`src/rtl/stream_mux_pkg.sv`:
```
// Shared constants and helpers for the N:1 registered stream multiplexer.
package stream_mux_pkg;

  localparam int MODE_SEL = 0;
  localparam int MODE_RR  = 1;

  // Bounds for the slice helper: WIDTH <= MAX_W and N_CH*WIDTH <= MAX_BUS.
  localparam int MAX_W   = 64;
  localparam int MAX_BUS = 16 * MAX_W;

  function automatic int clog2_min1(input int n);
    int r;
    r = 1;
    for (int i = 1; i < 31; i++) begin
      if ((32'sd1 << i) < n) begin
        r = i + 1;
      end else begin
        r = r;
      end
    end
    return r;
  endfunction

  function automatic logic [MAX_W-1:0] ch_slice(input logic [MAX_BUS-1:0] bus,
                                                input int idx,
                                                input int width);
    return MAX_W'(bus >> (idx * width));
  endfunction

endpackage

```
`src/rtl/rr_arbiter.sv`:
```
// Round-robin arbiter: searches from rr_ptr with wrap, and moves the pointer
// just past the winner whenever a transfer on the granted channel happens.
module rr_arbiter
  import stream_mux_pkg::*;
#(
  parameter int  N_CH = 4,
  localparam int CH_W = clog2_min1(N_CH)
) (
  input  logic            clk,
  input  logic            rst_n,
  input  logic [N_CH-1:0] req,
  input  logic            advance,
  output logic [N_CH-1:0] grant,
  output logic [CH_W-1:0] grant_idx
);

  logic [CH_W-1:0] rr_ptr_q;
  logic [CH_W-1:0] rr_ptr_d;
  logic [N_CH-1:0] grant_s;
  logic [CH_W-1:0] grant_idx_s;
  logic            found_s;
  logic [CH_W:0]   cand_s;
  logic [CH_W-1:0] cand_idx_s;

  // First requesting channel at or after rr_ptr, modulo N_CH.
  always_comb begin
    grant_s     = '0;
    grant_idx_s = '0;
    found_s     = 1'b0;
    cand_s      = '0;
    cand_idx_s  = '0;
    for (int k = 0; k < N_CH; k++) begin
      cand_s = {1'b0, rr_ptr_q} + (CH_W+1)'(k);
      if (cand_s >= (CH_W+1)'(N_CH)) begin
        cand_s = cand_s - (CH_W+1)'(N_CH);
      end else begin
        cand_s = cand_s;
      end
      cand_idx_s = cand_s[CH_W-1:0];
      if (!found_s && req[cand_idx_s]) begin
        found_s             = 1'b1;
        grant_s[cand_idx_s] = 1'b1;
        grant_idx_s         = cand_idx_s;
      end else begin
        found_s = found_s;
      end
    end
  end

  // Pointer moves only on a real transfer, so stalls and idle cycles keep it.
  always_comb begin
    rr_ptr_d = rr_ptr_q;
    if (advance && found_s) begin
      if (grant_idx_s == CH_W'(N_CH - 1)) begin
        rr_ptr_d = '0;
      end else begin
        rr_ptr_d = grant_idx_s + CH_W'(1);
      end
    end else begin
      rr_ptr_d = rr_ptr_q;
    end
  end

  // Pointer register.
  always_ff @(posedge clk or negedge rst_n) begin
    if (!rst_n) begin
      rr_ptr_q <= '0;
    end else begin
      rr_ptr_q <= rr_ptr_d;
    end
  end

  assign grant     = grant_s;
  assign grant_idx = grant_idx_s;

endmodule

```
`src/rtl/stream_mux_nx1.sv`:
```
// N:1 valid/ready stream multiplexer with one output register stage; channel
// choice is either an external select or round-robin over valid channels.
module stream_mux_nx1
  import stream_mux_pkg::*;
#(
  parameter int  N_CH  = 4,
  parameter int  WIDTH = 8,
  parameter int  MODE  = MODE_SEL,
  localparam int CH_W  = clog2_min1(N_CH)
) (
  input  logic                  clk,
  input  logic                  rst_n,
  input  logic [N_CH*WIDTH-1:0] in_data,
  input  logic [N_CH-1:0]       in_valid,
  output logic [N_CH-1:0]       in_ready,
  input  logic [CH_W-1:0]       sel,
  output logic [WIDTH-1:0]      out_data,
  output logic [CH_W-1:0]       out_ch,
  output logic                  out_valid,
  input  logic                  out_ready
);

  logic [N_CH-1:0]  grant_s;
  logic [CH_W-1:0]  grant_idx_s;
  logic             free_s;
  logic             take_s;

  logic [WIDTH-1:0] out_data_q;
  logic [WIDTH-1:0] out_data_d;
  logic [CH_W-1:0]  out_ch_q;
  logic [CH_W-1:0]  out_ch_d;
  logic             out_valid_q;
  logic             out_valid_d;

  generate
    if (MODE == MODE_RR) begin : g_rr
      logic sel_unused_s;
      assign sel_unused_s = ^sel;

      rr_arbiter #(
        .N_CH (N_CH)
      ) u_arb (
        .clk       (clk),
        .rst_n     (rst_n),
        .req       (in_valid),
        .advance   (take_s),
        .grant     (grant_s),
        .grant_idx (grant_idx_s)
      );
    end else begin : g_sel
      // Out-of-range select grants nothing, leaving the whole block idle.
      always_comb begin
        grant_s     = '0;
        grant_idx_s = sel;
        if (int'(sel) < N_CH) begin
          grant_s[sel] = in_valid[sel];
        end else begin
          grant_s = '0;
        end
      end
    end
  endgenerate

  // Ready is gated by reset so no producer sees a handshake while held in reset.
  assign free_s   = ~out_valid_q | out_ready;
  assign in_ready = grant_s & {N_CH{free_s & rst_n}};
  assign take_s   = |(in_valid & in_ready);

  // Output stage: load on input transfer, drop valid on a drain with no reload.
  always_comb begin
    out_valid_d = out_valid_q;
    out_data_d  = out_data_q;
    out_ch_d    = out_ch_q;
    if (take_s) begin
      out_valid_d = 1'b1;
      out_data_d  = WIDTH'(ch_slice(MAX_BUS'(in_data), int'(grant_idx_s), WIDTH));
      out_ch_d    = grant_idx_s;
    end else if (out_ready) begin
      out_valid_d = 1'b0;
    end else begin
      out_valid_d = out_valid_q;
    end
  end

  // Output register.
  always_ff @(posedge clk or negedge rst_n) begin
    if (!rst_n) begin
      out_valid_q <= 1'b0;
      out_data_q  <= '0;
      out_ch_q    <= '0;
    end else begin
      out_valid_q <= out_valid_d;
      out_data_q  <= out_data_d;
      out_ch_q    <= out_ch_d;
    end
  end

  assign out_data  = out_data_q;
  assign out_ch    = out_ch_q;
  assign out_valid = out_valid_q;

endmodule

```
`config.mk`:
```
export PLATFORM = sky130hd
export DESIGN_NAME = stream_mux_nx1
export DESIGN_NICKNAME = d
export VERILOG_FILES = /design/src/rtl/stream_mux_pkg.sv /design/src/rtl/rr_arbiter.sv /design/src/rtl/stream_mux_nx1.sv
export SDC_FILE = /design/constraint.sdc
export NUM_CORES = 1
export LEC_CHECK = 0
export CAP_MARGIN = 30
export CORE_AREA = 4 4 53 55
export DETAILED_ROUTE_END_ITERATION = 12
export DIE_AREA = 0 0 57 59
export GPL_ROUTABILITY_DRIVEN = 0
export PLACE_DENSITY = 0.84
export SETUP_SLACK_MARGIN = 0.3
export SYNTH_ARGS = -nofsm -noshare
export SYNTH_HDL_FRONTEND = slang
export SYNTH_SLANG_ARGS = --single-unit
```
`constraint.sdc`:
```
create_clock -name clk -period 1.6 [get_ports clk]
set_input_delay 0.4 -clock clk [delete_from_list [all_inputs] [get_ports clk]]
set_output_delay 0.4 -clock clk [all_outputs]
set_load 0.02 [all_outputs]
```
# Word level (Yosys, flattened, before mapping)
# Cells that the tools add are included.
[word_totals]
output_inout_bits = 15
register_bits = 11
[op_classes]
muxes = 6
shift = 1
bitwise_logic = 6
n_lt_le_gt_ge = 2
reduce_logical = 3
[op_table]
columns = ["operator", "n"]
rows = [
  ["$shr 32x5->8", 1],
  ["$and 4x4->4", 3],
  ["$mux 1", 4],
  ["$reduce_or 4->1", 1],
  ["$lt 2x3->1 const B", 1],
  ["$bmux 1 s2", 1],
  ["$demux 1 s2", 1],
  ["$ge 2x1->1 const B", 1],
  ["$reduce_bool 2->1", 1],
  ["$and 1x1->1", 1],
  ["$logic_and 1x1->1", 1],
  ["$not 1->1", 1],
  ["$or 1x1->1", 1],
]

# Longest topological paths before layout
# Gate-level depths: netlist of run 1.
[depth]
depth_word = 9
mapped_depth = 4
mapped_depth_nobuf = 3

# Worst setup path after synthesis of run 1
# Ideal clock, no wire load.
[synth_path]
kind = "flip-flop to output port"
from = "register out_valid_q, in the netlist out_valid"
to = "output in_ready[0]"
required_time_ps = 1200
path_stages_with_launch = 4
t_arrival_ps = 1531
setup_slack_ps = -331
path_cell_list = "dfrtp_1 > nand2b_1 > nand2_1 > nor4b_1"
[synth_via]
elab_chain_len = 4
[synth_lines]
columns = ["item", "line", "text"]
rows = [
  ["start: declaration", "stream_mux_nx1.sv:32", "logic out_valid_q;"],
  ["start signal: assignment", "stream_mux_nx1.sv:92", "out_valid_q <= out_valid_d;"],
  ["$not 1->1", "stream_mux_nx1.sv:65", "assign free_s = ~out_valid_q | out_ready;"],
  ["$or 1x1->1", "stream_mux_nx1.sv:65", ""],
  ["$and 1x1->1", "stream_mux_nx1.sv:66", "assign in_ready = grant_s & {N_CH{free_s & rst_n}};"],
  ["$and 4x4->4", "stream_mux_nx1.sv:66", ""],
  ["end: declaration", "stream_mux_nx1.sv:15", "output logic [N_CH-1:0] in_ready,"],
]
# Every way passes these cells.

# Worst setup path after layout of run 1
# Same ends and word-level chain as after synthesis.

==> summary.md, run 1 <==
| Metric | Value |
|---|---|
| Worst-path cell chain | nand2b_4 > nand2_4 > nor4b_4 > buf_4 |
| # port buffers | 55 |
| Layout Cells excl Fill | ~150 |
| Clock Sinks | 11 |
| Rows | 18 |
| Worst vdd ir | slightly below 500 uV |
| Switching power | roughly 370 uW |
| Lkg Pwr | about 0.00067 uW |
| Ant. Diodes | 0 |
| Final HPWL DP | 1.761 mm |
| Core area | between 0.002 and 0.0025 sq mm |
| Yosys top cell by area | dfrtp_1 |
| Failing checks | setup timing |
| Worst-Margin Slew | 0.2303 ns |
| Min Tclk post-route | ~1.7 ns |
| Post-synth top area share | 0.3853 |
| Seq/Total Area, Yosys | 0.3853 |
| Power Density | between 700 and 800 mW/mm^2 |
| Kind of critical path | reg -> out |
| Slew Viols, Final | 0 |
| Clock transition at path regs | about 0.070 ns |
| Clk pwr share | 0.167 |
| Hold WS | approximately 0.4 ns |
| Cell area after synthesis | 714.4 sq um |
| Syn Inst Count | roughly 50 |
| WL per Instance | around 15 microns |
| Net count after synthesis | 90 |
| GR Overflow Total | 0 |
| Sw Ratio | 0.3264 |
| DR pass1 iterations | 2 |
| CTS buffer count | 3 |
| Data arrival, critical path | ~1.3 ns |
| Post-Route WL | roughly 2.3 mm |
| Placed insts | ~140 |
| First-pass GRT wire length | between 3 and 4 mm |
| Asr flop ratio synth | 1.000 |
| Post-route cell area | between 0.0015 and 0.002 sq mm |
| Avg Synthesized Cell Area | 14.58 sq um |
| Sequential Power Share | 0.346 |
| Hold WC Path Type | in -> async |
| Max-slew headroom | 0.8464 |
| RSZ-0062 raised after global routing | yes |
| Number of remaining DRC errors | 0 |
| Fin. Hold Viols | 0 |
| Setup WS post-layout | -0.05753 ns |
| Die width | around 57 microns |
| Peak Freq | 603.3 MHz |
| Synth cell count leaders | dfrtp_1, mux2_2, mux4_2 |
| Worst path max stage delay | between 0.4 and 0.5 ns |
| CP Capture Type | primary output |
| Die Y | 59 microns |
| Vias in the first global route | ~800 |
| Post-layout nets | between 150 and 200 |
| CTS max path bufs | 2 |
| Yosys reg bits | 11 |
| Critical path's slowest cell | dfrtp_2 |
| Vias per cell | around 5.0 |
| Max cap viols | 0 |
| Layout area overhead | 111.4% |
| Clk_skew | 0.003983 ns |
| Synth Warn # | 0 |
| Gate power share | 0.487 |
| WP data required | approximately 1.2 ns |
| TritonCTS clock tree | built |
| Final setup viols | 3 |
| DP Area | about 0.0014 sq mm |
| Post-route clock period utilization | 1.036 |
| CTS H-Tree Depth | 1 |
| Post-synth top flop | dfrtp_1 |
| CP max FO | 3 |
| Via count | around 740 |
| Die Area | between 0.003 and 0.004 sq mm |
| Initial antenna violation count | 0 |
| Worst skew pair latency | 0.26 ns |
| Largest net degree at the start of global routing | 17 |
| I/O pin count | 56 |
| Startpoint Class | flip-flop |
| Status | finished with violations |
| Post-DRT Antenna Nets | 0 |
| Int Pwr | roughly 760 uW |
| Starting density of the core | 0.2993 |
| CTS root buffer | clkbuf_4 |
| Synth top area cells | dfrtp_1, mux4_2, mux2_2, mux4_1, nand2_1 |
| Ratio of cells with drive above 1 in the final layout | 0.5556 |
| Synth unique cells | 16 |
| EDFF count, synth | 0 |
| Starting DRT DRC Count | 10 |
| Global-route usage over all layers | 0.1456 |
## metal layers
| layer | global-route usage | share of wire | up-vias |
|---|---|---|---|
| met2 | 0.2692 | 0.53 | 34 |
| met4 | 0.03974 | 0.0062 | 0 |
| met3 | 0.05664 | 0.099 | 2 |
| li1 | - | - | 344 |
| met1 | 0.1544 | 0.36 | 362 |
| met5 | 0 | 0 | - |
## path summary, 6_finish.rpt
| path | from | end | slack, ns | cells past startpoint |
|---|---|---|---|---|
| setup / recovery | out_valid | in_ready[0] | -0.06 | 4 |
| hold / removal | rst_n | out_data[6] | 0.39 | 2 |
| setup reg to reg | out_valid | out_data[1] | 0.32 | 4 |
| hold reg to reg | out_data[7] | out_data[7] | 0.51 | 1 |
| max in group asynchronous | rst_n | out_valid | 1.00 | 2 |
| min in group clk | out_data[7] | out_data[7] | 0.51 | 1 |
## cell families (layout without fill, tap and decap cells)
kind of cell / count (synthesis) / in the layout / share of synthesized area
DFF: 11 / 11 / 0.3853
AOI/OAI and AO/OA: 2 / 2 / 0.02452
buffers and inverters: 3 / 70 / 0.01926
muxes: 20 / 20 / 0.4624
and+or+nand+nor: 13 / 14 / 0.1086
## placed cells by master, fill, tap and decap left out
| cell type | count |
|---|---|
| nor3_4 | 1 |
| mux4_2 | 8 |
| buf_2 | 13 |
| nand3_4 | 3 |
| clkbuf_4 | 3 |
| nand2_1 | 3 |
| clkdlybuf4s50_1 | 32 |
| nor3b_4 | 1 |
| dlygate4sd2_1 | 3 |
| nor2_4 | 1 |
| mux2_4 | 10 |
| nand2_4 | 2 |
| a31o_4 | 1 |
| a22o_1 | 1 |
| buf_4 | 7 |
| nand2b_4 | 1 |
| buf_12 | 1 |
| buf_6 | 9 |
| dfrtp_1 | 10 |
| mux4_1 | 1 |
| clkbuf_1 | 1 |
| nor4b_4 | 1 |
| buf_8 | 1 |
| nand3_1 | 1 |
| mux2_2 | 1 |
| dfrtp_2 | 1 |
## layout make-up
type / instances / area, sq um
multi-input cells: 36 / 569.3
fillers: 208 / 877.1
well taps: 30 / 37.54
repair buffers: 66 / 600.6
clock buffers: 4 / 26.28
flip-flops and latches: 11 / 276.5
## power by group through the flow
stage               Sequential [uW]  Clock, uW  Combinational, uW
global placement                390          0                543
global route                    399        210                584
CTS                             389        194                550
finish                          390        187                548
detailed placement              393          0                554
floorplan                       479          0                176
## sequential cells by signal, summed over array words and instances, names as in the netlist
name       cells
out_valid      1
out_data       8
out_ch         2
## metrics by stage
stage | TNS (ns) | setup WS, ns | total power, uW | util
global route | -0.3807 | -0.1363 | 1194 | 0.6326
global placement | -9.632 | -0.7743 | 932.9 | 0.6001
CTS | -0.1496 | -0.1012 | 1134 | 0.6268
finish | -0.1179 | -0.05753 | 1125 | 0.6326
detailed placement | -10.29 | -0.8430 | 947.1 | 0.6001
floorplan | 0 | 0.09896 | 654.6 | -
## timing repair
action,4_1_cts,5_1_grt
resized for setup,111,1
pin swaps,4,5
hold endpoints to repair,0,0
cloned,1,0
setup buffers,2,1
hold buffers,0,0
setup endpoints to repair,26,14
## critical path: cells and delay by family (launching register included)
family                 cells  cell delay [ns]
buffers and inverters      1             0.18
flip-flops                 1             0.42
AND/OR/NAND/NOR            3             0.39
No activity file was read; power rests on OpenSTA's default activity.
==> inputs of run 2 (changes only) <==
--- a/config.mk
+++ b/config.mk
@@ -6,11 +6,13 @@
 export NUM_CORES = 1
 export LEC_CHECK = 0
 export CAP_MARGIN = 30
-export CORE_AREA = 4 4 53 55
+export CELL_PAD_IN_SITES_DETAIL_PLACEMENT = 0
+export CELL_PAD_IN_SITES_GLOBAL_PLACEMENT = 2
+export CORE_AREA = 4 4 70 72
 export DETAILED_ROUTE_END_ITERATION = 12
-export DIE_AREA = 0 0 57 59
+export DIE_AREA = 0 0 74 76
 export GPL_ROUTABILITY_DRIVEN = 0
-export PLACE_DENSITY = 0.84
+export PLACE_DENSITY = 0.83
 export SETUP_SLACK_MARGIN = 0.3
 export SYNTH_ARGS = -nofsm -noshare
 export SYNTH_HDL_FRONTEND = slang
==> constraint.sdc (replaced) <==
create_clock -name clk -period 1.5 [get_ports clk]
set_input_delay 0.375 -clock clk [delete_from_list [all_inputs] [get_ports clk]]
set_output_delay 0.375 -clock clk [all_outputs]
set_load 0.02 [all_outputs]
==> run 2 against run 1 <==
  * Worst hold slack better by 0.039 ns
  * The run still ends with setup timing left
  * Die area up 67%
  * Sequential cell count unchanged
  * First-iteration DRC count down 10%
  * Total power up 16%
  * Final area up 5.4%
  * Worst setup slack worse by 0.047 ns
  * Wire length up 15%
  * Clock skew down 0.0032 ns
==> summary.md, run 2 (synthesis gave the netlist of run 1 again) <==
| Metric | Value |
|---|---|
| Status | finished with violations |
| Failing checks | setup timing |
| I/O pin count | 56 |
| Number of remaining DRC errors | 0 |
| Worst R2R Path Depth | 6 |
| CTS buffer count | 3 |
| Sequential cell area | approximately 280 sq um |
| Layout area overhead | 122.8% |
| GR Overflow Total | 0 |
| Hold WS | between 0.4 and 0.5 ns |
| Core area | about 0.0043 sq mm |
| R2r startpoint | out_valid |
| Gate power share | 0.464 |
| Clk pwr share | 0.220 |
| Reg2reg end | out_data[1] |
| Vias per cell | between 4 and 5 |
| Fin. Hold Viols | 0 |
| Critical path buffer and inverter count | 1 |
| Worst path max stage delay | 0.41 ns |
| Post-Route WL | approximately 2.6 mm |
| Initial antenna violation count | 0 |
| Max cap viols | 0 |
| Worst vdd ir | between 200 and 250 uV |
| Max-slew headroom | 0.8081 |
| Clock transition at path regs | 0.05 ns |
| DRT met1 WL | 1.082 mm |
| Setup WS post-layout | -0.1041 ns |
| Rows | 24 |
| Worst skew pair latency | about 0.23 ns |
| Largest net degree at the start of global routing | 17 |
| Die Area | between 0.005 and 0.006 sq mm |
| Fill cells | around 420 |
| Met2 wire len | 1.282 mm |
| Max FFs per register | 8 |
| Via count | between 700 and 800 |
| Global-route usage over all layers | 0.09680 |
| Kind of critical path | reg -> out |
| Area occupied by multi-input gates | around 580 sq um |
| Peak Freq | a little over 600 MHz |
| Post-DRT Antenna Nets | 0 |
| Startpoint Class | flip-flop |
| Die Y | 76 microns |
| Min Tclk post-route | 1.604 ns |
| CTS max path bufs | 2 |
| Sequential Power Share | 0.316 |
| Post-route clock period utilization | 1.069 |
| CTS root buffer | clkbuf_8 |
| Starting density of the core | 0.1664 |
| First-pass GRT wire length | about 4.2 mm |
| DR pass1 iterations | 2 |
| Critical path's slowest cell | dfrtp_2 |
| Sw Ratio | 0.3083 |
| Hold WC Path Type | in -> async |
| CTS H-Tree Depth | 1 |
| WL per Instance | between 15 and 20 microns |
| Switching power | a little over 400 uW |
| Final setup viols | 3 |
| WP data required | 1.12 ns |
| Ant. Diodes | 0 |
| # hold bufs at CTS | 0 |
| RSZ-0062 raised after global routing | yes |
| Metal3 WL | between 200 and 250 microns |
| Data arrival, critical path | ~1.2 ns |
| Commonest non-fill, non-tap cell in the layout | clkdlybuf4s50_1 |
| Lkg Pwr | ~0.0007 uW |
| Worst-path cell chain | nand2b_4 > nand2_4 > nor4b_4 > buf_4 |
| CP max FO | 3 |
| Int Pwr | between 900 and 1000 uW |
| Vias in the first global route | ~920 |
| Worst-Margin Slew | approximately 0.29 ns |
| Dpl ws | -0.8852 ns |
| Die width | ~74 microns |
| Slew Viols, Final | 0 |
| Ratio of cells with drive above 1 in the final layout | 0.5785 |
| Final HPWL DP | slightly above 2 mm |
| Largest delay share family, worst path | simple AND/OR/NAND/NOR gates |
| TritonCTS clock tree | built |
| Power Density | 822.1 mW/mm^2 |
| R2r setup slk | around 0.070 ns |
| Post-layout nets | 163 |
| Tot Pwr | roughly 1300 uW |
| Top routing layer in use | met4 |
| Commonest non-fill, non-tap cells in the layout | clkdlybuf4s50_1, buf_2, buf_4 |
| Starting DRT DRC Count | 9 |
| Clock Sinks | 11 |
| # port buffers | 55 |
| CP Capture Type | primary output |
| Clk_skew | 0.0008128 ns |
-- run 2: final cells by class --
type	instances	area share
clock buffer	4	0.02830
multi-input combinational	36	0.3624
sequential	11	0.1737
tap	52	0.04088
timing repair buffer	70	0.3947
-- run 2: worst max-delay path by stage --
stage	startpoint	endpoint	slack, ns	cells past startpoint
floorplan	sel[0]	out_ch[1]	0.02	3
global placement	sel[0]	in_ready[1]	-0.86	4
detailed placement	sel[0]	in_ready[1]	-0.89	4
CTS	out_valid	in_ready[0]	-0.18	4
global route	out_valid	in_ready[0]	-0.17	4
finish	out_valid	in_ready[0]	-0.10	4
-- run 2: through the flow --
step | area [sq um] | TNS [ns] | cells | util
6_report | 1592 | -0.1859 | 173 | 0.3706
5_1_grt | 1592 | -0.3829 | 173 | 0.3706
4_1_cts | 1573 | -0.3355 | 171 | 0.3663
3_5_place_dp | 1465 | -11.39 | 160 | 0.3412
3_3_place_gp | 1465 | -11.04 | 160 | 0.3412
2_1_floorplan | 838.3 | 0 | 49 | -
-- run 2: metal layers --
metal | vias up | GRT usage
li1 | 343 | -
met1 | 367 | 0.1171
met2 | 39 | 0.1631
met3 | 2 | 0.01715
met4 | 0 | 0.04348
met5 | - | 0
-- run 2: worst register-to-register path: cells and delay by family, from the launching register on --
| family | cells | cell delay (ns) |
|---|---|---|
| flip-flops | 1 | 0.41 |
| buffers and inverters | 3 | 0.33 |
| multiplexers | 1 | 0.33 |
| AND/OR/NAND/NOR | 2 | 0.24 |
-- run 2: power groups by stage --
stage / logic [uW] / registers [uW] / clock network [uW]
floorplan: 191 / 511 / 0
global placement: 588 / 418 / 0
detailed placement: 599 / 419 / 0
CTS: 607 / 416 / 304
global route: 648 / 424 / 320
finish: 607 / 413 / 288
-- run 2: what timing repair did --
item,4_1_cts,5_1_grt
setup endpoints to repair,26,16
buffers inserted,6,2
pin swaps,5,2
gates resized for setup,111,1
hold endpoints to repair,0,0
gates cloned,1,0
==> inputs of run 3 (changes only) <==
--- a/config.mk
+++ b/config.mk
@@ -8,11 +8,11 @@
 export CAP_MARGIN = 30
 export CELL_PAD_IN_SITES_DETAIL_PLACEMENT = 0
 export CELL_PAD_IN_SITES_GLOBAL_PLACEMENT = 2
-export CORE_AREA = 4 4 70 72
+export CORE_AREA = 5 5 70 72
 export DETAILED_ROUTE_END_ITERATION = 12
-export DIE_AREA = 0 0 74 76
+export DIE_AREA = 0 0 75 77
 export GPL_ROUTABILITY_DRIVEN = 0
-export PLACE_DENSITY = 0.83
+export PLACE_DENSITY = 0.82
 export SETUP_SLACK_MARGIN = 0.3
 export SYNTH_ARGS = -nofsm -noshare
 export SYNTH_HDL_FRONTEND = slang
==> constraint.sdc (replaced) <==
create_clock -name clk -period 1.6 [get_ports clk]
set_input_delay 0.4 -clock clk [delete_from_list [all_inputs] [get_ports clk]]
set_output_delay 0.4 -clock clk [all_outputs]
set_load 0.02 [all_outputs]
==> run 3 against run 2 <==
  * The flow now finishes without violations
  * Sequential share of layout area decreased by 0.28 points
  * Clock skew is essentially flat
  * Largest power group unchanged
  * Sequential power decreased by 4.8%
  * Utilization up 1.1 points
  * First-iteration DRC count down 78%
  * Worst hold slack worse by 0.22 ns
  * Worst setup slack improved by 0.10 ns
  * Cell count is 0.58% higher
  * Total power fell by 4.8%
  * Critical path depth stayed put
  * Sequential cell count is the same
==> summary.md, run 3 (synthesis gave the netlist of run 1 again) <==
| Metric | Value |
|---|---|
| WP data required | 1.20 ns |
| Hold WS | ~0.21 ns |
| Max FFs per register | 8 |
| Sequential cell area | 276.5 sq um |
| Worst skew pair latency | 0.23 ns |
| Clk_skew | slightly below 0.0008 ns |
| Worst-Margin Slew | about 0.23 ns |
| Rows | 24 |
| Startpoint Class | flip-flop |
| Number of remaining DRC errors | 0 |
| CTS max path bufs | 2 |
| Vias per cell | around 4.3 |
| Layout area overhead | 126.4% |
| Fin util | 0.3821 |
| Commonest non-fill, non-tap cells in the layout | clkdlybuf4s50_1, buf_4, mux2_4, dfrtp_1 |
| Ratio of cells with drive above 1 in the final layout | 0.5902 |
| Lkg Pwr | between 0.0006 and 0.0007 uW |
| WL per Instance | 15.18 microns |
| # hold bufs at CTS | 0 |
| Post-DRT Antenna Nets | 0 |
| Post-layout nets | around 160 |
| Final HPWL DP | approximately 2 mm |
| Switching power | ~380 uW |
| Global-route usage over all layers | 0.09919 |
| First-pass GRT wire length | about 4.4 mm |
| Fin. Hold Viols | 0 |
| CTS root buffer | clkbuf_8 |
| Initial antenna violation count | 0 |
| Data arrival, critical path | roughly 1.2 ns |
| Via count | between 700 and 800 |
| Max-slew headroom | 0.8468 |
| Min Tclk post-route | 1.599 ns |
| Largest net degree at the start of global routing | 17 |
| Clock transition at path regs | 0.05 ns |
| R2r startpoint | out_valid |
| Post-Route WL | 2.642 mm |
| Power Density | 770.1 mW/mm^2 |
| Worst vdd ir | 243.8 uV |
| Die width | 75 microns |
| CP Capture Type | primary output |
| CTS H-Tree Depth | 1 |
| Final setup viols | 0 |
| Hold WC Path Type | in -> async |
| Int Pwr | between 800 and 900 uW |
| Ant. Diodes | 0 |
| Sequential Power Share | 0.315 |
| Fill cells | 420 |
| Kind of critical path | reg -> out |
| Clock Sinks | 11 |
| GR Overflow Total | 0 |
| Status | finished clean |
| Sw Ratio | 0.3042 |
| CP max FO | 3 |
| Gate power share | 0.468 |
| Commonest non-fill, non-tap cell in the layout | clkdlybuf4s50_1 |
| Max cap viols | 0 |
| Starting DRT DRC Count | 2 |
| CTS buffer count | 3 |
| DR pass1 iterations | 4 |
| TritonCTS clock tree | built |
| Area occupied by multi-input gates | 565.5 sq um |
| Die Area | between 0.005 and 0.006 sq mm |
| Vias in the first global route | 898 |
| # port buffers | 55 |
| I/O pin count | between 50 and 60 |
| Clk pwr share | 0.217 |
| Post-route clock period utilization | 0.9996 |
| Core area | 0.004234 sq mm |
| Peak Freq | between 600 and 700 MHz |
| Slew Viols, Final | 0 |
| Starting density of the core | 0.1687 |
| RSZ-0062 raised after global routing | yes |
| Die Y | 77 microns |
| Setup crit start | out_valid |
## run 3: changes by cell type in the layout (fill, tap and decap cells not counted)
cell / previous run / this run
buf_2: 13 / 7
buf_6: 8 / 9
clkbuf_2: 0 / 2
clkdlybuf4s15_1: 1 / 0
clkdlybuf4s15_2: 0 / 5
mux4_1: 1 / 0
mux4_2: 8 / 9
nand2_1: 2 / 3
nand2_4: 3 / 2
## run 3: final timing paths
kind	to	slack [ns]	cells past startpoint
min in group clk	out_data[7]	0.51	1
min	out_data[1]	0.21	2
max reg2reg	out_data[6]	0.30	4
max in group asynchronous	out_valid	1.18	2
min reg2reg	out_data[7]	0.51	1
max	in_ready[0]	0.0007	4
## run 3: routing by layer
metal,vias to the layer above,global-route usage,part of all wire
met2,40,0.1672,0.50
li1,348,-,-
met4,0,0.03737,0.010
met3,2,0.02222,0.095
met5,-,0,0
met1,359,0.1196,0.39
## run 3: stage by stage
stage                     TNS [ns]  worst slack (ns)  power (uW)  cells  cell area (sq um)
after floorplan                  0           0.09896       654.6     49              825.8
after global placement      -10.03           -0.8029       945.9    163               1475
after detailed placement    -10.32           -0.8255       954.4    163               1475
after CTS                 -0.09312          -0.06994        1277    173               1637
after global routing       -0.1419          -0.06681        1320    174               1618
final                            0         0.0006599        1246    174               1618
## run 3: timing repair
action / 4_1_cts / 5_1_grt
setup endpoints to repair: 26 / 19
cloned: 1 / 0
resized for setup: 104 / 5
pin swaps: 7 / 5
buffers inserted: 5 / 1
## run 3: area by class of cell
| class | count | area share |
|---|---|---|
| Clock buffer | 4 | 0.02784 |
| Multi-Input combinational cell | 36 | 0.3496 |
| Sequential cell | 11 | 0.1709 |
| Tap cell | 52 | 0.04022 |
| Timing Repair Buffer | 71 | 0.4114 |
## run 3: critical path: stages (launching register included)
cell and delay, ns:
dfrtp_2 0.41, nand2b_4 0.11, nand2_4 0.07, nor4b_4 0.20, buf_4 0.17
## run 3: power by group through the flow
stage               logic, uW  clock network (uW)  registers, uW
finish                    583                 270            393
global route              618                 297            404
CTS                       603                 280            393
detailed placement        561                   0            394
global placement          555                   0            391
floorplan                 176                   0            479
